### config.mk
export PLATFORM = sky130hd
export DESIGN_NAME = wash_cycle_ctrl
export DESIGN_NICKNAME = d
export VERILOG_FILES = /design/src/rtl/wash_cycle_ctrl.sv
export SDC_FILE = /design/constraint.sdc
export NUM_CORES = 1
export LEC_CHECK = 0
export ABC_AREA = 1
export BUFFER_PORTS_ARGS = -buffer_cell sky130_fd_sc_hd__buf_2
export CAP_MARGIN = 20
export CORE_MARGIN = 2
export CORE_UTILIZATION = 45
export CTS_BUF_LIST = sky130_fd_sc_hd__clkbuf_8
export CTS_CLUSTER_SIZE = 40
export DETAILED_ROUTE_END_ITERATION = 12
export HOLD_SLACK_MARGIN = 0.03
export PLACE_DENSITY = 0.63
export RECOVER_POWER = 100
export REMOVE_ABC_BUFFERS = 1
export SYNTH_ARGS = -nofsm -noshare
export SYNTH_HDL_FRONTEND = slang
export SYNTH_SLANG_ARGS = --single-unit
### constraint.sdc
create_clock -name CLOCK_27 -period 3.3 [get_ports CLOCK_27]
set_clock_uncertainty 0.05 [all_clocks]
set_input_delay 0.495 -clock CLOCK_27 [delete_from_list [all_inputs] [get_ports CLOCK_27]]
set_output_delay 0.495 -clock CLOCK_27 [all_outputs]
set_load 0.005 [all_outputs]
### src/rtl/wash_cycle_ctrl.sv
// Coin-operated washing-machine cycle controller.
// Per-phase tick timers, a saturating coin credit account, mode latched at
// start, abort-to-drain on SW=00, and explicit ERR/DONE status outputs.
module wash_cycle_ctrl #(
  parameter int unsigned TICK_DIV  = 27000000,
  parameter int unsigned PHASE_W   = 6,
  parameter int unsigned T_FILL    = 10,
  parameter int unsigned T_AGIT    = 10,
  parameter int unsigned T_SOAK    = 10,
  parameter int unsigned T_DRAIN   = 10,
  parameter int unsigned T_SPIN    = 10,
  parameter int unsigned CREDIT_W  = 4,
  parameter int unsigned PRICE_STD = 4,
  parameter int unsigned PRICE_QCK = 2
) (
  input  logic                CLOCK_27,
  input  logic                RST,
  input  logic [1:0]          SW,
  input  logic                COIN,
  input  logic                START,
  output logic [2:0]          PHASE,
  output logic [3:0]          LEDG,
  output logic                GPIO,
  output logic [CREDIT_W-1:0] CREDIT,
  output logic [PHASE_W-1:0]  SEC_LEFT,
  output logic                BUSY,
  output logic                DONE,
  output logic                ERR
);

  localparam int unsigned PW = (TICK_DIV > 1) ? $clog2(TICK_DIV) : 1;

  typedef logic [PW-1:0]       presc_t;
  typedef logic [PHASE_W-1:0]  timer_t;
  typedef logic [CREDIT_W:0]   cost_t;

  localparam presc_t PRESC_MAX = presc_t'(TICK_DIV - 1);
  localparam cost_t  COST_STD  = cost_t'(PRICE_STD);
  localparam cost_t  COST_QCK  = cost_t'(PRICE_QCK);

  typedef enum logic [2:0] {
    S_IDLE  = 3'd0,
    S_FILL  = 3'd1,
    S_AGIT1 = 3'd2,
    S_SOAK  = 3'd3,
    S_AGIT2 = 3'd4,
    S_DRAIN = 3'd5,
    S_SPIN  = 3'd6,
    S_DONE  = 3'd7
  } phase_e;

  typedef enum logic {
    M_STD = 1'b0,
    M_QCK = 1'b1
  } mode_e;

  phase_e              r_state;
  mode_e               r_mode;
  logic                r_abort;
  timer_t              r_timer;
  presc_t              r_presc;
  logic [CREDIT_W-1:0] r_credit;
  logic                r_err;
  logic                r_coin_d;
  logic                r_start_d;
  logic [3:0]          r_ledg;
  logic                r_gpio;
  logic                r_busy;
  logic                r_done;

  phase_e              w_state_nxt;
  mode_e               w_mode_nxt;
  logic                w_abort_nxt;
  timer_t              w_timer_nxt;
  presc_t              w_presc_nxt;
  logic [CREDIT_W-1:0] w_credit_base;
  logic [CREDIT_W-1:0] w_credit_nxt;
  logic                w_err_nxt;
  logic                w_coin_edge;
  logic                w_start_edge;
  logic                w_tick;
  logic                w_expire;
  logic                w_coin_ok;
  logic [3:0]          w_ledg_nxt;
  logic                w_gpio_nxt;

  // Duration loaded into the phase timer on entry; IDLE/DONE show zero.
  function automatic timer_t f_load(input phase_e s);
    case (s)
      S_FILL:          f_load = timer_t'(T_FILL);
      S_AGIT1, S_AGIT2: f_load = timer_t'(T_AGIT);
      S_SOAK:          f_load = timer_t'(T_SOAK);
      S_DRAIN:         f_load = timer_t'(T_DRAIN);
      S_SPIN:          f_load = timer_t'(T_SPIN);
      default:         f_load = '0;
    endcase
  endfunction

  // Successor when a busy phase's timer expires.
  function automatic phase_e f_after(input phase_e s, input mode_e m, input logic ab);
    case (s)
      S_FILL:  f_after = S_AGIT1;
      S_AGIT1: f_after = (m == M_STD) ? S_SOAK : S_DRAIN;
      S_SOAK:  f_after = S_AGIT2;
      S_AGIT2: f_after = S_DRAIN;
      S_DRAIN: f_after = ab ? S_IDLE : S_SPIN;
      S_SPIN:  f_after = S_DONE;
      default: f_after = S_IDLE;
    endcase
  endfunction

  // Next-state, timer, prescaler, credit and error logic.
  always_comb begin
    w_coin_edge   = COIN & ~r_coin_d;
    w_start_edge  = START & ~r_start_d;
    w_tick        = (r_presc == PRESC_MAX);
    w_expire      = w_tick && (r_timer == timer_t'(1));
    w_state_nxt   = r_state;
    w_mode_nxt    = r_mode;
    w_abort_nxt   = r_abort;
    w_timer_nxt   = r_timer;
    w_presc_nxt   = '0;
    w_credit_base = r_credit;
    w_coin_ok     = 1'b0;

    case (r_state)
      S_IDLE: begin
        w_coin_ok = 1'b1;
        if (w_start_edge && (SW == 2'b01) && ({1'b0, r_credit} >= COST_STD)) begin
          w_credit_base = r_credit - COST_STD[CREDIT_W-1:0];
          w_mode_nxt    = M_STD;
          w_abort_nxt   = 1'b0;
          w_state_nxt   = S_FILL;
        end else if (w_start_edge && (SW == 2'b10) && ({1'b0, r_credit} >= COST_QCK)) begin
          w_credit_base = r_credit - COST_QCK[CREDIT_W-1:0];
          w_mode_nxt    = M_QCK;
          w_abort_nxt   = 1'b0;
          w_state_nxt   = S_FILL;
        end
      end
      S_DONE: begin
        w_coin_ok = 1'b1;
        if (SW == 2'b00) w_state_nxt = S_IDLE;
      end
      default: begin
        w_presc_nxt = w_tick ? '0 : r_presc + 1'b1;
        // Abort restarts the prescaler so DRAIN still lasts T_DRAIN full ticks.
        if ((SW == 2'b00) && (r_state inside {S_FILL, S_AGIT1, S_SOAK, S_AGIT2})) begin
          w_state_nxt = S_DRAIN;
          w_presc_nxt = '0;
          w_abort_nxt = 1'b1;
        end else if (w_expire) begin
          w_state_nxt = f_after(r_state, r_mode, r_abort);
        end else if (w_tick) begin
          w_timer_nxt = r_timer - 1'b1;
        end
      end
    endcase

    if (w_state_nxt != r_state) w_timer_nxt = f_load(w_state_nxt);

    // Start check uses pre-coin credit; a simultaneous coin lands afterwards.
    if (w_coin_ok && w_coin_edge && (w_credit_base != '1))
      w_credit_nxt = w_credit_base + 1'b1;
    else
      w_credit_nxt = w_credit_base;

    w_err_nxt = (SW == 2'b11) && (r_err || w_start_edge);

    case (w_state_nxt)
      S_FILL:           w_ledg_nxt = 4'b1000;
      S_AGIT1, S_AGIT2: w_ledg_nxt = 4'b0100;
      S_SOAK:           w_ledg_nxt = 4'b0010;
      S_SPIN:           w_ledg_nxt = 4'b0001;
      S_DONE:           w_ledg_nxt = 4'b1111;
      default:          w_ledg_nxt = 4'b0000;
    endcase
    w_gpio_nxt = (w_state_nxt == S_AGIT1) || (w_state_nxt == S_AGIT2) || (w_state_nxt == S_SPIN);
  end

  // Controller state and registered status outputs.
  always_ff @(posedge CLOCK_27 or posedge RST) begin
    if (RST) begin
      r_state   <= S_IDLE;
      r_mode    <= M_STD;
      r_abort   <= 1'b0;
      r_timer   <= '0;
      r_presc   <= '0;
      r_credit  <= '0;
      r_err     <= 1'b0;
      r_coin_d  <= 1'b0;
      r_start_d <= 1'b0;
      r_ledg    <= '0;
      r_gpio    <= 1'b0;
      r_busy    <= 1'b0;
      r_done    <= 1'b0;
    end else begin
      r_state   <= w_state_nxt;
      r_mode    <= w_mode_nxt;
      r_abort   <= w_abort_nxt;
      r_timer   <= w_timer_nxt;
      r_presc   <= w_presc_nxt;
      r_credit  <= w_credit_nxt;
      r_err     <= w_err_nxt;
      r_coin_d  <= COIN;
      r_start_d <= START;
      r_ledg    <= w_ledg_nxt;
      r_gpio    <= w_gpio_nxt;
      r_busy    <= (w_state_nxt != S_IDLE) && (w_state_nxt != S_DONE);
      r_done    <= (w_state_nxt == S_DONE);
    end
  end

  assign PHASE    = r_state;
  assign LEDG     = r_ledg;
  assign GPIO     = r_gpio;
  assign CREDIT   = r_credit;
  assign SEC_LEFT = r_timer;
  assign BUSY     = r_busy;
  assign DONE     = r_done;
  assign ERR      = r_err;

endmodule

### Word-level counts from Yosys, hierarchy flattened

Index checks and enable logic that the tools add are counted.

* bits of input ports: 6
* word-level logic and storage cells: 107
* register bits: 50
* output and inout port bits: 21

* equal/unequal tests: 26
* bitwise operators: 5
* muxes and demuxes: 30
* $add $sub $neg: 5
* reductions and logical operators: 26
* $lt $le $gt $ge: 2

Operator list (number)
* $mux 25: 3
* $mux 6: 5
* $add 25x1->25 const B: 1
* $eq 25x25->1 const B: 1
* $eq 3x3->1 const B: 8
* $mux 3: 7
* $mux 4: 5
* $pmux 4 s5: 1
* $pmux 3 s6: 1
* $eq 3x2->1 const B: 4
* $logic_and 1x1->1: 10
* $eq 3x1->1 const B: 2
* $eq 6x1->1 const B: 1
* $mux 1: 6
* $ne 2x1->1 const B: 3
* $ne 3x3->1 const B: 2
* $pmux 3 s2: 1
* $reduce_bool 2->1: 3
* $reduce_or 6->1: 1
* $sub 6x1->6 const B: 1
* $add 4x1->4 const B: 1
* $eq 2x2->1 const B: 2
* $ge 4x2->1 const B: 1
* $ge 4x3->1 const B: 1
* other kinds (17): 23

### Longest topological paths before layout

* depth in word-level cells: 11
* mapped depth: 17
* depth with buffers taken out: 17

### Worst setup path before layout

Ideal clock, no wire load.

* path type: register to register
* start: reg r_state[2] (netlist: PHASE[2])
* end: reg r_credit[3] (netlist: CREDIT[3])
* arrival: 1806 ps
* data required time: 3117 ps
* setup slack: 1311 ps
* cell stages (with the launch flop): 12
* period minus slack after synthesis: 1989 ps
* cell sequence: dfrtp_1 > buf_2 > nor2_2 > nand2_1 > inv_1 > nand3_1 > xor2_1 > ha_1 > nand2_1 > o21bai_2 > nor2_1 > xnor2_1

* longest elaborated chain between the ends: 6
* elaborated cells between the ends (all ways): 10
* classes of those cells: add/sub (1); eq/ne (2); mux (3); reduce/logical (4)

RTL lines
* start: declaration: line 57 `phase_e r_state;`
* start signal: assignment: line 198 `r_state <= w_state_nxt;`
* parallel branches: the longest is 5 deep, another holds $add 4x1->4
* $mux 4 *: line 163 `if (w_coin_ok && w_coin_edge && (w_credit_base != '1))`
* net w_credit_nxt[3]: line 77 `logic [CREDIT_W-1:0] w_credit_nxt;`
* end signal: assignment: line 203 `r_credit <= w_credit_nxt;`
* end: declaration: line 62 `logic [CREDIT_W-1:0] r_credit;`

Mark *: on every way through the listed nets, which the timed path passes.
A chain may end at the register's enable or synchronous reset.

### Final worst setup path

* start: reg r_state[2] (netlist: PHASE[2])
* end: reg r_presc[17]

* longest elaborated chain between the ends: 5
* elaborated cells between the ends (all ways): 11
* classes of those cells: eq/ne (5); mux (2); reduce/logical (4)

RTL lines
* $eq 3x1->1 (tied with other cells): line 148 `if ((SW == 2'b00) && (r_state inside {S_FILL, S_AGIT1, S_SOAK, S_AGIT2})) begin`
* $reduce_bool 4->1: line 148
* $logic_and 1x1->1: line 148
* $mux 25: line 148
* $mux 25 *: line 126 `case (r_state)`
* net w_presc_nxt[17]: line 75 `presc_t w_presc_nxt;`
* end signal: assignment: line 202 `r_presc <= w_presc_nxt;`
* end: declaration: line 61 `presc_t r_presc;`

The timed path passes the listed nets; every way through them passes the cells marked *.

==> results.md <==
* Cell at the root of the clock tree: sky130_fd_sc_hd__clkbuf_8
* Detailed-placement wirelength estimate at 4575 um
* Weighted congestion reported at the end of routability-driven placement at 0.8805
* Boundary Pins at 27
* First-pass iteration count of the detailed router at 5
* Synth async-reset ratio at 100.0%
* Worst vdd rail ir drop at 525.1 uV
* Ratio of total power to cell area at 612.2 mW/mm2
* Maximum buffer depth of the clock tree at 2
* Critical Path Source Type: flop
* CTS clk-pin slew, worst paths at 0.10 ns
* Setup TNS Final at 0 ns
* TritonCTS clock tree: done
* # nets final at 424
* WP data required at 3.46 ns
* Clock H-tree levels at 2
* Cell count after synthesis at 380
* Minimum period implied by the final worst setup slack at 2.529 ns
* Reg-to-reg setup timing slack at 0.77 ns
* Peak fanout along the critical path at 15
* Arrival @ worst endpoint at 2.69 ns
* Max transition margin at 6.089%
* Global-route wire length before repair at 11050 um
* Maximum number of pins on one net before global-route repair at 51
* Die Span Y at 85.37 um
* Area added between synthesis and finish at 7.308%
* Max-cap violation count at 0
* Fraction of layout instances using a drive strength above 1 at 10.95%
* Width of the die at 85.37 um
* Antenna Nets Post-Route at 0
* Type of destination of the critical path: flop
* Run status: finished, final reports clean
* Mean area per synthesized cell at 7.840 um2
* Hold WC Path Type: in -> reg
* Setup repair after global routing missed its margin: no
* Total vias in the final route at 2481
* Total die area at 0.007287 mm2
* Slew at the pin with the worst max-slew slack at 1.409 ns
* Insertion delay to the later sink of the worst-skew pair at 0.32 ns
* Post-CTS Hold Fix Bufs at 0
* Number of sinks on the clock net at 50
* Post-CTS Setup Bufs at 0
* Aggregate global routing overflow at 0
* Final setup violation count at 0
* Non-filler cells, final at 488
* Total global-route track usage at 18.73%
* Ant diodes at 0
* Instance count after placement with tap cells included at 479
* Number of failing hold endpoints at the final stage at 0
* Leakage at 1.533 nW
* # resized after CTS at 0
* Initial antenna violation count at 0
* Starting utilization of the core area at 46.65%
* Buffers on Ports at 26
* Share of the clock period used by the worst path after layout at 76.65%
* Detailed-route wire length per cell at 12.64 um
* Post-synthesis sequential area ratio at 42.00%
* Count of warnings emitted by yosys at 0
* Max-slew violations at 0
* WS Path Type: reg -> reg
* Avg Vias per Cell at 5.084
* Number of synthesized flops with an enable pin at 0
* Flip-flop and latch count after synthesis at 50
* Vias in the first global route at 2408
* Unique masters post-synth at 36
* Initial DRC Count at 119
* TritonCTS Buffers at 5
* Placeable core region at 0.006386 mm2
* Worst Hold Margin at 0.2434 ns
* Fmax at 0.3953 GHz
* Cell Area, Synth at 0.002979 mm2
* # rows at 29
* Final routed wirelength across all metal layers at 6167 um
* DRC errors left at 0
* Most frequent standard cell in the layout excluding fill and tap cells: sky130_fd_sc_hd__nand2_1
* Most used cells in the layout excluding fill and tap cells: sky130_fd_sc_hd__nand2_1 (77), sky130_fd_sc_hd__nor2_1 (54), sky130_fd_sc_hd__dfrtp_1 (50), sky130_fd_sc_hd__inv_1 (50), sky130_fd_sc_hd__nand3_1 (27)
* Primary flip-flop cell chosen by synthesis mapping: sky130_fd_sc_hd__dfrtp_1
## cells in the mapped netlist, types with 2 or more instances
master,number,area [um2]
sky130_fd_sc_hd__o21a_1,2,15.01
sky130_fd_sc_hd__nor2_4,2,22.52
sky130_fd_sc_hd__o21ai_0,14,70.07
sky130_fd_sc_hd__xor2_1,6,52.55
sky130_fd_sc_hd__ha_1,8,100.1
sky130_fd_sc_hd__nand2_2,6,37.54
sky130_fd_sc_hd__a31oi_1,2,12.51
sky130_fd_sc_hd__nand3_1,23,115.1
sky130_fd_sc_hd__nand4_1,10,62.56
sky130_fd_sc_hd__nand3_2,8,80.08
sky130_fd_sc_hd__nor2_2,5,31.28
sky130_fd_sc_hd__inv_1,47,176.4
sky130_fd_sc_hd__o22ai_1,2,12.51
sky130_fd_sc_hd__nor3_2,5,50.05
sky130_fd_sc_hd__nand3b_1,6,45.04
sky130_fd_sc_hd__nor3_1,14,70.07
sky130_fd_sc_hd__xnor2_1,4,35.03
sky130_fd_sc_hd__nor2_1,51,191.4
sky130_fd_sc_hd__dfrtp_1,50,1251
sky130_fd_sc_hd__nor4_2,2,25.02
sky130_fd_sc_hd__nand2_4,4,45.04
sky130_fd_sc_hd__o21ai_1,2,10.01
sky130_fd_sc_hd__nand2_1,73,274.0
sky130_fd_sc_hd__inv_2,8,30.03
sky130_fd_sc_hd__buf_2,5,25.02
sky130_fd_sc_hd__a21oi_1,11,55.05
## cell families after synthesis
family                     Yosys count  share of synthesized area (%)
DFF                                 50                          42.00
adders and majority gates            8                          3.360
buffers and inverters               61                          7.896
and+or+nand+nor                    214                          36.71
xor gates and xnor gates            10                          2.940
AOI/OAI and AO/OA                   37                          7.098
## worst paths after layout
check / start / endpoint / cells after the start
max in group asynchronous: RST / r_presc[14] / 3
hold / removal: COIN / r_coin_d / 1
setup reg to reg: PHASE[2] / r_presc[17] / 10
hold reg to reg: r_presc[0] / r_presc[0] / 1
min in group asynchronous: RST / ERR / 2
setup / recovery: PHASE[2] / r_presc[17] / 10
## critical path: stages (launching register included)
cell and delay [ns]:
sky130_fd_sc_hd__dfrtp_1 0.49, sky130_fd_sc_hd__nor2_1 0.21, sky130_fd_sc_hd__nand2_1 0.13, sky130_fd_sc_hd__nand3_2 0.13, sky130_fd_sc_hd__inv_2 0.05, sky130_fd_sc_hd__nor2_4 0.10, sky130_fd_sc_hd__inv_2 0.05, sky130_fd_sc_hd__nor2_1 0.08
sky130_fd_sc_hd__clkbuf_1 0.41, sky130_fd_sc_hd__inv_1 0.41, sky130_fd_sc_hd__a211oi_1 0.32
## metrics by stage
step                      instance area, um2  utilization (%)  worst slack, ns  total power [mW]
after floorplan                         2954                -            1.289             1.410
after global placement                  3188            49.92            1.143             1.623
after detailed placement                3188            49.92            1.092             1.643
after CTS                               3274            51.27            1.070             2.010
after global routing                    3197            50.06           0.4808             2.147
final                                   3197            50.06           0.7706             1.957
## per-layer routing
layer	track usage [%]	vias to the layer above	wire [um]
li1	-	1279	-
met1	26.02	1158	3074
met2	30.33	38	2840
met3	3.210	6	183
met4	5.051	0	69
met5	0	-	0
## state kept, by name (all words and copies together) (netlist names), 3 cells and up
name,flops
PHASE,3
SEC_LEFT,6
LEDG,4
r_presc,25
CREDIT,4
## layout make-up
cell class | instances | area, um2
clock buffers | 5 | 68.82
multi-input cells | 269 | 1431
well taps | 77 | 96.34
fillers | 659 | 3189
flip-flops and latches | 50 | 1251
repair buffers | 28 | 121.4
clock inverters | 3 | 17.52
inverters | 56 | 210.2
## where the power goes
group,internal [mW],leakage (nW),switching (mW)
Combinational,0.286,0.812,0.518
Clock,0.147,0.0493,0.218
Sequential,0.703,0.671,0.0850
Total,1.14,1.53,0.821
(Power assumes the default switching activity.)
